### config.mk
export PLATFORM = sky130hd
export DESIGN_NAME = uart_imem_loader
export DESIGN_NICKNAME = d
export VERILOG_FILES = /design/src/rtl/uart_imem_loader.sv
export SDC_FILE = /design/constraint.sdc
export NUM_CORES = 1
export LEC_CHECK = 0
export ABC_AREA = 1
export CELL_PAD_IN_SITES_DETAIL_PLACEMENT = 0
export CELL_PAD_IN_SITES_GLOBAL_PLACEMENT = 1
export CORE_MARGIN = 4
export CORE_UTILIZATION = 35
export DETAILED_ROUTE_END_ITERATION = 12
export PLACE_DENSITY_LB_ADDON = 0.3
export SYNTH_ARGS = -nofsm -noshare
export SYNTH_HDL_FRONTEND = slang
export SYNTH_SLANG_ARGS = --single-unit
### constraint.sdc
create_clock -name clk -period 8.2 [get_ports clk]
set_clock_uncertainty 0.2 [all_clocks]
set_input_delay 1.64 -clock clk [delete_from_list [all_inputs] [get_ports clk]]
set_output_delay 1.64 -clock clk [all_outputs]
set_load 0.03 [all_outputs]
### src/rtl/uart_imem_loader.sv
// Writable 32x16 instruction memory loaded over a UART line (8N1, LSB first).
// Byte pairs form words (high byte first) written to consecutive addresses from 0.
module uart_imem_loader #(
    parameter int CLKS_PER_BIT = 868,
    parameter int DEPTH        = 32,
    parameter int ADDR_W       = 5
) (
    input  logic              clk,
    input  logic              reset,
    input  logic              rx,
    input  logic              enable,
    input  logic [ADDR_W-1:0] read_addr,
    output logic [15:0]       read_data,
    output logic [ADDR_W:0]   load_count,
    output logic              half,
    output logic              full,
    output logic              word_wr,
    output logic              frame_err,
    output logic [2:0]        rx_state
);

    // Handshake: byte_valid is a one-cycle pulse with the received byte in
    // rx_byte; there is no back-pressure, each pulse is consumed that cycle.

    typedef enum logic [2:0] {
        WAIT_IDLE = 3'd0,
        IDLE      = 3'd1,
        START     = 3'd2,
        DATA      = 3'd3,
        STOP      = 3'd4
    } rx_state_t;

    localparam int TW = $clog2(CLKS_PER_BIT);
    localparam logic [TW-1:0] HALF_T = TW'(CLKS_PER_BIT / 2 - 1);
    localparam logic [TW-1:0] FULL_T = TW'(CLKS_PER_BIT - 1);

    rx_state_t         state, state_n;
    logic              rx_meta, rx_s;
    logic [TW-1:0]     timer;
    logic [2:0]        bit_idx;
    logic [7:0]        rx_byte;
    logic              byte_valid;
    logic              timer_clr, shift_en, bit_clr, byte_done, frame_set;
    logic [7:0]        hi;
    logic              wr_en;
    logic [ADDR_W-1:0] wr_addr;
    logic [15:0]       mem [DEPTH] = '{default: 16'h0000};

    assign rx_state = state;

    // Synchronizer resets low so WAIT_IDLE only leaves on a real idle line.
    always_ff @(posedge clk) begin
        if (reset) begin
            rx_meta <= 1'b0;
            rx_s    <= 1'b0;
        end else begin
            rx_meta <= rx;
            rx_s    <= rx_meta;
        end
    end

    always_ff @(posedge clk) begin
        if (reset) state <= WAIT_IDLE;
        else       state <= state_n;
    end

    always_comb begin
        state_n   = state;
        timer_clr = 1'b0;
        shift_en  = 1'b0;
        bit_clr   = 1'b0;
        byte_done = 1'b0;
        frame_set = 1'b0;
        case (state)
            WAIT_IDLE: begin
                timer_clr = 1'b1;
                if (rx_s) state_n = IDLE;
            end
            IDLE: begin
                timer_clr = 1'b1;
                bit_clr   = 1'b1;
                if (!rx_s) state_n = START;
            end
            START: begin
                // Mid-start-bit check rejects short glitches on the line.
                if (timer == HALF_T) begin
                    timer_clr = 1'b1;
                    state_n   = rx_s ? IDLE : DATA;
                end
            end
            DATA: begin
                if (timer == FULL_T) begin
                    timer_clr = 1'b1;
                    shift_en  = 1'b1;
                    if (bit_idx == 3'd7) state_n = STOP;
                end
            end
            STOP: begin
                if (timer == FULL_T) begin
                    timer_clr = 1'b1;
                    if (rx_s) begin
                        byte_done = 1'b1;
                        state_n   = IDLE;
                    end else begin
                        frame_set = 1'b1;
                        state_n   = WAIT_IDLE;
                    end
                end
            end
            default: state_n = WAIT_IDLE;
        endcase
    end

    always_ff @(posedge clk) begin
        if (reset) begin
            timer      <= '0;
            bit_idx    <= 3'd0;
            rx_byte    <= 8'h00;
            byte_valid <= 1'b0;
            frame_err  <= 1'b0;
        end else begin
            timer <= timer_clr ? '0 : timer + 1'b1;
            if (bit_clr)
                bit_idx <= 3'd0;
            else if (shift_en)
                bit_idx <= bit_idx + 3'd1;
            if (shift_en)
                rx_byte <= {rx_s, rx_byte[7:1]};
            byte_valid <= byte_done;
            if (frame_set)
                frame_err <= 1'b1;
        end
    end

    assign full    = (load_count == (ADDR_W + 1)'(DEPTH));
    assign wr_addr = load_count[ADDR_W-1:0];
    assign wr_en   = byte_valid & enable & ~full & half & ~reset;

    always_ff @(posedge clk) begin
        if (reset) begin
            half       <= 1'b0;
            hi         <= 8'h00;
            load_count <= '0;
            word_wr    <= 1'b0;
        end else begin
            word_wr <= 1'b0;
            if (byte_valid) begin
                // Dropping a byte also drops any pending high byte, so a word is all-or-nothing.
                if (!enable || full) begin
                    half <= 1'b0;
                end else if (!half) begin
                    hi   <= rx_byte;
                    half <= 1'b1;
                end else begin
                    load_count <= load_count + 1'b1;
                    half       <= 1'b0;
                    word_wr    <= 1'b1;
                end
            end
        end
    end

    always_ff @(posedge clk) begin
        if (wr_en)
            mem[wr_addr] <= {hi, rx_byte};
    end

    assign read_data = mem[read_addr];

endmodule

### Yosys cells after proc, flatten, opt, wreduce, memory -nomap -nowiden

Memories as Yosys holds them, arrays and structs flattened.
Cells that the tools add are included.

* bits in writable memories: 512
* latch bits: 0
* word-level logic and storage cells: 76
* flip-flop bits (word level): 44
* bits in read-only memories: 0
* memories kept: 1

Memory list
* mem: depth 32, bits a word 16, rd ports 1, clocked after memory_dff 0, wr ports 1, line 47 `logic [15:0] mem [DEPTH] = '{default: 16'h0000};`

* equal/unequal tests: 14
* bitwise operators: 11
* reductions and logical operators: 12
* multiplexer cells: 23
* magnitude comparators: 0
* shift operators: 0
* divide/modulo/power cells: 0
* add/sub/neg operators: 3
* multiply operators: 0

Operator list (count)
* 3-bit two-way mux: 6
* 3-bit case mux with 5 select lines: 1
* 1-bit two-way mux: 14
* 2-bit != test, second input constant: 6
* 10-bit by 1-bit adder with 10-bit output, second input constant: 1
* 10-bit equality test, second input constant: 1
* 10-bit by 9-bit equality test with 1-bit output, second input constant: 1
* 2-bit OR reduction: 4
* 1-bit inverter: 7
* 6-bit by 1-bit adder with 6-bit output, second input constant: 1
* 3-bit by 2-bit equality test with 1-bit output, second input constant: 2
* 3-bit equality test, second input constant: 2
* 6-bit equality test, second input constant: 1
* 3-bit AND reduction: 2
* 6-bit AND reduction: 1
* 3-bit OR reduction: 2
* 1-bit bitwise AND: 4
* 3-bit by 1-bit adder with 3-bit output, second input constant: 1
* 3-bit by 1-bit equality test with 1-bit output, second input constant: 1
* 3-bit zero test: 1
* 1-bit case mux with 3 select lines: 1
* 2-bit two-way mux: 1
* 1-bit zero test: 1
* 1-bit logical OR: 1

### Longest topological paths before layout

* word-level depth: 7
* depth in mapped cells: 12
* mapped depth without buffers: 10

### Least setup slack after synthesis

OpenSTA, ideal clock, no wires.

* path type: input port to output port
* start: input port read_addr[0]
* end: output port read_data[13]
* cell stages on the path: 12
* arrival time: 2.992 ns
* setup slack: 3.368 ns
* buffers on the path: 3
* cell sequence: buf_2 inv_2 buf_4 buf_2 nand2_1 nand3_1 nand3_1 nand2_1 nand2_1 nand2_1 nor2_1 a21oi_1

* cells in the longest elaborated chain, start to end: 1

RTL lines
* start: declaration: line 12 `input logic [ADDR_W-1:0] read_addr,`
* memory 32 x 16 bit
* end: declaration: line 13 `output logic [15:0] read_data,`

Every way passes these cells.

### Worst setup path in the final report

* start: input port read_addr[0]
* end: output port read_data[9]

The elaborated chain is that of the path after synthesis.

==> flow_summary.toml <==
[run_status]
status = "finished, final reports clean"

[synth]
syn-num-nets = 1986
synthAdderAreaFrac_pct = 0.4440
synth_top_family_by_area = "simple AND/OR/NAND/NOR gates"
ys_seq_area_share_pct = 72.11
yosys-top-cells-area = "edfxtp_1 68%, nand2_1 11%, nand3_1 7.5%, dfxtp_1 3.9%, a21oi_1 2.7%"
yosys_warnings = 0
synth_edf_count = 512
synth_compound_area_share_pct = 3.447
syn_area_per_cell_um2 = 11.45
synthDistinctLibCells = 27
synth_top_area_share_pct = 68.20
netlist_instances = 1969
synth_xor_area_share_pct = 0.4274
muxShareOfSynthArea_pct = 0
yosys.area_share.simple_pct = 20.64
netlist_area_um2 = 22540
yosys.area.top_type = "edfxtp_1"
synthTopCellsByCount = "657 x nand2_1, 512 x edfxtp_1, 336 x nand3_1"
synth-seq-cells = 556
async_flop_share_pct = 0
synthFlopType = "edfxtp_1"
synth.most_common_cell = "nand2_1"

[grt]
grt_pass1_wl_mm = 93.82
gr-total-overflow = 0
grt_max_degree = 118
antenna_found_initial = 0
grt_use_total_pct = 18.41
grt_pass1_vias = 13980

[power]
power_density_nw_per_um2 = 232.8
power.share.combinational_pct = 6.3
p_switching_w = 0.001379
pwr-share-seq_pct = 51.0
ir_worst_vdd_v = 0.0001641
fin_total_pwr_w = 0.006011
intPower_w = 0.004632
clkPwrFrac_pct = 42.7
power_switching_share_pct = 22.94
p_leak_nw = 9.461

[clock_network]
ctsLongestPathBuffers = 3
cts_setup_buffers = 0
cts_max_level = 2
post_cts_resized = 0
clock_latency_ps = 620
cts_sinks = 556
clk_pin_slew_ps = 60
root_buffer = "clkbuf_16"
cts_buffers = 57
cts_tree = "done"
hold_buffers = 0

[setup_path]
crit_path_cell_trace = "clkbuf_8 -> inv_8 -> buf_12 -> nand2_1 -> nand3_1 -> nand3_1 -> nand2_1 -> nand2_1 -> nand2_1 -> nor2_1 -> a21oi_1 -> clkdlybuf4s50_1"
arrival_ps = 4670
cpLargestDelayFamily = "buffers and inverters"
cp_num_buf_inv = 4
crit_top_cell = "nand2_1"
critPathKind = "in -> out"
cp-start-kind = "input port"
path_max_fanout = 87
required_ps = 6360
crit_slowest_cell = "clkdlybuf4s50_1"
slowest_delay_ps = 760
end_kind = "primary output"

[floorplan]
core-area_um2 = 63430
die_x_um = 261.8
ios = 38
rows = 92
die_y_um = 261.8
dieArea_um2 = 68530
initial_utilization_pct = 35.54

[sta]
hold_viol_final = 0
slew_headroom_pct = 15.79
fin_setup_tns_ps = 0
tightest_slew_ps = 1262
fin_hold_ws_ps = 217.9
max_freq_mhz = 153.6
rsz0062_at_grt = "no"
finalSetupViolCount = 0
finalCritPeriodShare_pct = 79.39
slew_viol_final = 0
period_minus_slack_ps = 6510

[finish]
diodes = 0
fin_nets = 2023
drive_gt1_share_pct = 8.736
final_util_pct = 40.71
area_growth_pct = 14.54

[routing]
firstDrtPassIters = 5
drt_iter0_drc = 1215
drc = 0
routedWlPerCell_um = 21.89
ant_nets = 0
via_per_inst = 5.072
wl_mm = 63.39
dr_total_vias = 14680

[worst_hold_path]
hold_class = "reg -> reg"

[job]
max_cap_viol_count = 0

[place]
portBuffers = 37
globalplace.congestion = 0.8034
hpwlAfterDp_mm = 36.02
-- cell families (layout without fill, tap and decap cells) --
| kind of cell | Yosys count | count (layout) |
|---|---|---|
| AO/OA/AOI/OAI | 147 | 147 |
| XOR/XNOR | 11 | 11 |
| adder cells (fa/ha/maj) | 8 | 8 |
| buffers and inverters | 151 | 231 |
| flip-flops | 556 | 556 |
| AND/OR/NAND/NOR | 1096 | 1096 |
-- state kept, by name (all words and copies together), names as in the netlist, 3 cells and up --
register	flops
load_count	6
hi	8
rx_byte	8
rx_state	3
timer	10
mem	512
bit_idx	3
-- worst min-delay path, stage by stage (launching register included) --
cell and delay, ps:
dfxtp_1 300, inv_1 40, nor2_1 30
-- stage by stage --
step / instance area, µm² / instances / setup slack, ps
after floorplan: 22540 / 1969 / 3368
after global placement: 23980 / 2793 / 1731
after detailed placement: 23980 / 2793 / 1706
after CTS: 25820 / 2895 / 1702
after global routing: 25820 / 2895 / 1589
final: 25820 / 2895 / 1690
-- power by group through the flow --
stage / clock network [W] / logic [W] / registers [W]
floorplan: 0 / 0.000234 / 0.00314
global placement: 0 / 0.000380 / 0.00313
detailed placement: 0 / 0.000381 / 0.00313
CTS: 0.00262 / 0.000382 / 0.00307
global route: 0.00273 / 0.000417 / 0.00306
finish: 0.00257 / 0.000379 / 0.00307
-- cell type report --
cell class                      instances  area [µm²]
Multi-Input combinational cell       1262        5667
Tap cell                              846        1059
Clock inverter                         37       379.1
Inverter                               37       148.9
Fill cell                            5988       37610
Clock buffer                           65        1456
Timing Repair Buffer                   92       849.6
Sequential cell                       556       16260
-- layout by cell type (no fill, tap or decap), types with 5 or more instances in the layout --
| cell type | n |
|---|---|
| o31ai_1 | 16 |
| nor2_2 | 17 |
| a21oi_1 | 122 |
| dfxtp_1 | 40 |
| bufinv_16 | 6 |
| clkdlybuf4s50_1 | 33 |
| xor2_1 | 7 |
| inv_1 | 31 |
| clkinv_1 | 11 |
| buf_12 | 6 |
| nand2_4 | 5 |
| nor3_1 | 5 |
| nor2_1 | 64 |
| ha_1 | 8 |
| buf_4 | 50 |
| nand2_1 | 657 |
| clkbuf_1 | 8 |
| clkbuf_16 | 57 |
| o21ai_0 | 8 |
| nand4_1 | 5 |
| nand3_1 | 336 |
| edfxtp_1 | 512 |
| clkinv_2 | 15 |
-- layer usage --
| layer | track usage [%] | share of wire (%) |
|---|---|---|
| met5 | 0 | 0 |
| met1 | 25.96 | 44 |
| met2 | 30.64 | 48 |
| met4 | 3.886 | 1.8 |
| met3 | 2.592 | 5.4 |
-- worst paths after layout --
| path | from | to | slack (ps) | cells past startpoint |
|---|---|---|---|---|
| worst min-delay path | rx_meta | rx_s | 220 | 2 |
| worst max-delay path | read_addr[0] | read_data[9] | 1690 | 12 |
| worst max register to register | load_count[0] | mem[22][11] | 4860 | 9 |
| worst min register to register | rx_meta | rx_s | 220 | 2 |
Note: power is estimated with default switching activity, not from simulation.
